File: config.mk
export PLATFORM = sky130hd
export DESIGN_NAME = mic1_run_ctrl
export DESIGN_NICKNAME = d
export VERILOG_FILES = /design/src/rtl/mic1_run_ctrl.sv
export SDC_FILE = /design/constraint.sdc
export NUM_CORES = 1
export LEC_CHECK = 0
export ABC_CLOCK_PERIOD_IN_PS = 4000
export BUFFER_PORTS_ARGS = -buffer_cell sky130_fd_sc_hd__clkbuf_2
export CAP_MARGIN = 20
export CELL_PAD_IN_SITES_DETAIL_PLACEMENT = 1
export CELL_PAD_IN_SITES_GLOBAL_PLACEMENT = 2
export CORE_UTILIZATION = 42
export CTS_BUF_LIST = sky130_fd_sc_hd__clkbuf_4 sky130_fd_sc_hd__clkbuf_8
export CTS_CLUSTER_SIZE = 20
export DETAILED_ROUTE_END_ITERATION = 8
export PLACE_DENSITY_LB_ADDON = 0.3
export SLEW_MARGIN = 25
export SYNTH_ARGS = -nofsm -noshare
export SYNTH_HDL_FRONTEND = slang
export SYNTH_SLANG_ARGS = --single-unit
File: constraint.sdc
create_clock -name clk -period 4 [get_ports clk]
set_clock_uncertainty 0.05 [all_clocks]
set_input_delay 0.6 -clock clk [delete_from_list [all_inputs] [get_ports clk]]
set_output_delay 0.6 -clock clk [all_outputs]
set_load 0.005 [all_outputs]
File: src/rtl/mic1_run_ctrl.sv
// mic1_run_ctrl -- run/stop/step controller for the MIC-1 core on the FPGA board.
//
// Debounces the four board buttons, turns each accepted press into a single
// one-cycle pulse, and runs a four-state FSM (IDLE, RUN, STEP, HALT) that gates
// the core clock enable. A step press issues a burst of STEP_N enabled cycles.
// A synchronised halt level from the core parks the controller in HALT until
// clear is pressed.
//
// Ports:
//   clk       system clock, all logic on the rising edge
//   resetn    asynchronous reset, active HIGH despite the name
//   btn_run   raw run button (Up)
//   btn_step  raw step button (Right)
//   btn_stop  raw stop button (Down)
//   btn_clr   raw clear button (Center)
//   halt_in   level from the core, 1 = core executed halt
//   run_en    core clock enable, high in RUN or STEP
//   led_run   1 in RUN or STEP
//   led_idle  1 in IDLE
//   led_halt  1 in HALT
//   cnt       number of enabled cycles issued, wraps modulo 2^CNT_W
module mic1_run_ctrl #(
   parameter int DB_CYCLES = 1000000,
   parameter int STEP_N    = 1,
   parameter int CNT_W     = 4
) (
   input  logic             clk,
   input  logic             resetn,
   input  logic             btn_run,
   input  logic             btn_step,
   input  logic             btn_stop,
   input  logic             btn_clr,
   input  logic             halt_in,
   output logic             run_en,
   output logic             led_run,
   output logic             led_idle,
   output logic             led_halt,
   output logic [CNT_W-1:0] cnt
);

   localparam int DB_W = (DB_CYCLES > 1) ? $clog2(DB_CYCLES) : 1;
   localparam int SL_W = $clog2(STEP_N + 1);
   localparam logic [DB_W-1:0] DB_LAST = DB_W'(DB_CYCLES - 1);

   localparam logic [1:0] S_IDLE = 2'd0;
   localparam logic [1:0] S_RUN  = 2'd1;
   localparam logic [1:0] S_STEP = 2'd2;
   localparam logic [1:0] S_HALT = 2'd3;

   // Bit positions of the buttons inside the packed front-end vectors.
   localparam int B_RUN  = 0;
   localparam int B_STEP = 1;
   localparam int B_STOP = 2;
   localparam int B_CLR  = 3;

   logic [3:0]      btn_raw;
   logic [3:0]      sync1, sync2;
   logic [3:0]      db, db_d;
   logic [DB_W-1:0] db_cnt [4];
   logic [3:0]      press;
   logic            halt_m, halt_s;

   logic [1:0]      state;
   logic [SL_W-1:0] step_left;

   assign btn_raw = {btn_clr, btn_stop, btn_step, btn_run};

   // Button front end. db_cnt counts consecutive cycles in which the
   // synchronised level disagrees with the accepted level; agreement (a bounce
   // back) clears it, so only a level held for DB_CYCLES samples is accepted.
   // NOTE: sequential state uses non-blocking (<=) so every register samples
   // the pre-edge values, independent of statement order.
   always_ff @(posedge clk or posedge resetn) begin
      if (resetn) begin
         sync1  <= '0;
         sync2  <= '0;
         db     <= '0;
         db_d   <= '0;
         halt_m <= 1'b0;
         halt_s <= 1'b0;
         // NOTE: the counter array is plain flops, not RAM, so it is reset
         // element by element like any other register.
         for (int i = 0; i < 4; i++) begin
            db_cnt[i] <= '0;
         end
      end else begin
         sync1  <= btn_raw;
         sync2  <= sync1;
         db_d   <= db;
         halt_m <= halt_in;
         halt_s <= halt_m;
         for (int i = 0; i < 4; i++) begin
            if (sync2[i] == db[i]) begin
               db_cnt[i] <= '0;
            end else if (db_cnt[i] == DB_LAST) begin
               db[i]     <= sync2[i];
               db_cnt[i] <= '0;
            end else begin
               db_cnt[i] <= db_cnt[i] + 1'b1;
            end
         end
      end
   end

   // One pulse per accepted rising level; a held button or a release gives none.
   assign press = db & ~db_d;

   // Enable and LEDs decode straight from the state register, so they are
   // free of combinational glitches.
   assign run_en   = (state == S_RUN) || (state == S_STEP);
   assign led_run  = run_en;
   assign led_idle = (state == S_IDLE);
   assign led_halt = (state == S_HALT);

   always_ff @(posedge clk or posedge resetn) begin
      if (resetn) begin
         state     <= S_IDLE;
         step_left <= '0;
         cnt       <= '0;
      end else begin
         if (run_en) begin
            cnt <= cnt + 1'b1;
         end
         case (state)
            S_IDLE: begin
               if (press[B_CLR]) begin
                  cnt <= '0;
               end else if (press[B_RUN]) begin
                  state <= S_RUN;
               end else if (press[B_STEP]) begin
                  state     <= S_STEP;
                  step_left <= SL_W'(STEP_N);
               end
            end
            S_RUN: begin
               if (halt_s) begin
                  state <= S_HALT;
               end else if (press[B_STOP]) begin
                  state <= S_IDLE;
               end
            end
            S_STEP: begin
               if (halt_s) begin
                  state     <= S_HALT;
                  step_left <= '0;
               end else if (press[B_STOP]) begin
                  state     <= S_IDLE;
                  step_left <= '0;
               end else if (step_left <= SL_W'(1)) begin
                  // Last cycle of the burst (the <= also recovers from a zero count).
                  state     <= S_IDLE;
                  step_left <= '0;
               end else begin
                  step_left <= step_left - SL_W'(1);
               end
            end
            S_HALT: begin
               if (press[B_CLR]) begin
                  state <= S_IDLE;
                  cnt   <= '0;
               end
            end
            default: begin
               state     <= S_IDLE;
               step_left <= '0;
            end
         endcase
      end
   end

endmodule

==> reports/metrics.yaml <==
outcome:
  outcome: "finished, final reports clean"
global_route:
  grt_pass1_vias: 3807
  number_of_antenna_violations_at_the_first_check_in_global_routing: 0
  groute.usage.overall: 0.195
  grt_remaining_overflow: 0
  grt_max_degree: 82
  first_pass_grt_wire_length_mm: 18.2
placement:
  hpwl_mm: 7.21
  post_place_setup_slack_ps: 1660
  place_area_um2: 5140
  place.port_buffers: 14
  routabilityCongestion: 0.756
clock_tree:
  clock_sink_count: 104
  cts_root_buffer: "sky130_fd_sc_hd__clkbuf_8"
  clkTransAtPathRegs_ps: 100
  cts-root-to-sink-buffers: 2
  post_cts.repair.setup_buffers: 0
  cts_max_level: 3
  tritoncts: "yes"
  worst_skew_pair.late_latency_ps: 380
  ctsHoldBuffers: 0
  cts_buffers: 9
  post_cts_resized: 0
final_layout:
  multiInputGateArea_um2: 2190
  antenna-diode-count: 0
  finalNetCount: 514
  ff_latch_area_um2: 2600
  flow.area_growth_from_synthesis_pct: 8.27
  layout.cell_area.non_filler_um2: 5340
  fill_cell_total_of_the_finished_layout: 1295
  commonest_non_fill_non_tap_cells_in_the_layout: "104 x sky130_fd_sc_hd__dfrtp_1, 57 x sky130_fd_sc_hd__nor2_1, 34 x sky130_fd_sc_hd__xor2_1"
  final_layout_size_suffix_gt1_frac: 0.105
  layout_commonest_cell: "sky130_fd_sc_hd__dfrtp_1"
worst_setup_path:
  cpLargestDelayFamily: "compound AO/OA/AOI/OAI gates"
  critPathRequiredTime_ps: 4210
  worstPathCellList: "ha_1 -> and3_1 -> nand4_1 -> o21ai_1 -> buf_4 -> a21oi_1"
  critPathCaptureType: "flip-flop"
  cpPeakStageDelay_ps: 550
  critical_path.n_buffers_inverters: 1
  slowest_stage: "sky130_fd_sc_hd__o21ai_1"
  critical_setup_path_kind: "flip-flop to flip-flop"
  cp-start-kind: "flip-flop"
  arrival_ps: 2440
  crit_path_max_fanout: 12
detailed_routing:
  routed_via_density: 5.50
  drt_pass1_iterations: 4
  remaining_drc_errors: 0
  dr_total_vias: 3559
  drt_wl_total_mm: 10.3
  drtAntennaViolNets: 0
  avgRoutedWirePerCell_um: 16.0
  drt_first_iter_violations: 147
die:
  chipWidth_um: 110
  die-height_um: 110
  coreArea_um2: 11400
  design.portCount: 15
  die_area_um2: 12200
  std_cell_rows: 39
  start_util: 0.432
sta:
  finalCriticalPeriod_ps: 2240
  timing.slew.headroom: 0.491
  grt_setup_unrepaired: "no"
  layout_setup_ws_ps: 1760
  final.setup.tns_ps: 0
  timing_worst_slew_pin_value_ps: 759
  report.final.slew_viol_count: 0
  finalCritPeriodShare: 0.559
  setup_viol_count_final: 0
  max_clock_freq_mhz: 447
  timing.final.hold_violations: 0
synth:
  mapped_cell_area_um2: 4930
  synth_cells: 486
  synth-edff-count: 0
  top_cell_type_by_total_area_after_synthesis: "sky130_fd_sc_hd__dfrtp_1"
  seq_area_frac_synth: 0.528
  synth_warnings: 0
  postSynthRegisterBits: 104
  post_synth.cell_area_avg_um2: 10.1
  synth_flop_type: "sky130_fd_sc_hd__dfrtp_1"
  asyncSetResetFlopFracSynth: 1.00
  synthDistinctLibCells: 40
  synth_fp_nets: 501
  yosysTopAreaCellShare: 0.528
  synthTopCellsByArea: "sky130_fd_sc_hd__dfrtp_1 53%, sky130_fd_sc_hd__xor2_1 6.0%, sky130_fd_sc_hd__nor2_1 4.3%"
power_and_ir_drop:
  power.density_cell_area_nw_per_um2: 331
  peakVddDrop_mv: 0.300
  leakage_power_figure_nw: 2.25
flow_run:
  maxCapViolCount: 0
worst_hold_path:
  min-delay-path-class: "input port to flip-flop"
synthesized netlist by cell type (9+ instances only):
cell	count
sky130_fd_sc_hd__o21ai_0	20
sky130_fd_sc_hd__or4_1	16
sky130_fd_sc_hd__o31ai_1	14
sky130_fd_sc_hd__nand2_1	32
sky130_fd_sc_hd__inv_1	17
sky130_fd_sc_hd__xnor2_1	17
sky130_fd_sc_hd__a21oi_1	27
sky130_fd_sc_hd__nand4_1	13
sky130_fd_sc_hd__nor2_1	57
sky130_fd_sc_hd__and3_1	9
sky130_fd_sc_hd__nand3_1	33
sky130_fd_sc_hd__or3_1	11
sky130_fd_sc_hd__clkbuf_1	10
sky130_fd_sc_hd__xor2_1	34
sky130_fd_sc_hd__dfrtp_1	104
logic make-up after synthesis:
family / synth area share
and+or+nand+nor: 0.237
DFF: 0.528
AOI/OAI and AO/OA: 0.0782
xor gates and xnor gates: 0.0906
buffers and inverters: 0.0282
muxes: 0.0175
adders and majority gates: 0.0203
report_power, final:
| group | switching, mW | internal [mW] | leakage, nW |
|---|---|---|---|
| combinational | 0.0468 | 0.0182 | 0.745 |
| sequential | 0.0144 | 1.07 | 1.42 |
| clock | 0.365 | 0.257 | 0.0817 |
routing by layer:
| metal | GRT usage | part of all wire |
|---|---|---|
| met1 | 0.241 | 0.45 |
| met2 | 0.331 | 0.51 |
| met3 | 0.0582 | 0.030 |
| met4 | 0.0564 | 0.013 |
| met5 | 0 | 0 |
state kept, by name (all words and copies together) (netlist names):
signal	cells
halt_m	1
db	4
db_d	4
sync1	4
state	2
halt_s	1
sync2	4
db_cnt	80
cnt	4
cell type report:
class | instances | area share
multi-input cells | 348 | 0.411
repair buffers | 19 | 0.0209
well taps | 143 | 0.0335
clock inverters | 4 | 0.00563
inverters | 17 | 0.0129
clock buffers | 12 | 0.0286
flip-flops and latches | 104 | 0.488
worst paths after layout:
| path | cells after the start | slack [ps] | startpoint | end |
|---|---|---|---|---|
| worst max-delay path | 6 | 1760 | db_cnt[40] | db_cnt[59] |
| worst min register to register | 0 | 310 | sync1[3] | sync2[3] |
| worst min-delay path | 1 | 270 | btn_clr | sync1[3] |
| max in group asynchronous | 3 | 2800 | resetn | cnt[0] |
| min in group asynchronous | 2 | 290 | resetn | db_cnt[22] |
| worst max register to register | 6 | 1760 | db_cnt[40] | db_cnt[59] |
per-stage QoR:
stage          hold slack [ps]  utilization  power [mW]  std cells
2_1_floorplan              281            -        1.14        486
3_3_place_gp               290        0.450        1.16        630
3_5_place_dp               287        0.450        1.17        630
4_1_cts                    240        0.466        1.81        646
5_1_grt                    243        0.467        1.86        647
6_report                   272        0.467        1.77        647
worst register-to-register path, stage by stage (launching register included):
cell and delay [ps]:
sky130_fd_sc_hd__dfrtp_1 390, sky130_fd_sc_hd__ha_1 390, sky130_fd_sc_hd__and3_1 250, sky130_fd_sc_hd__nand4_1 120, sky130_fd_sc_hd__o21ai_1 550, sky130_fd_sc_hd__buf_4 310, sky130_fd_sc_hd__a21oi_1 70
Note: power is estimated with default switching activity, not from simulation.
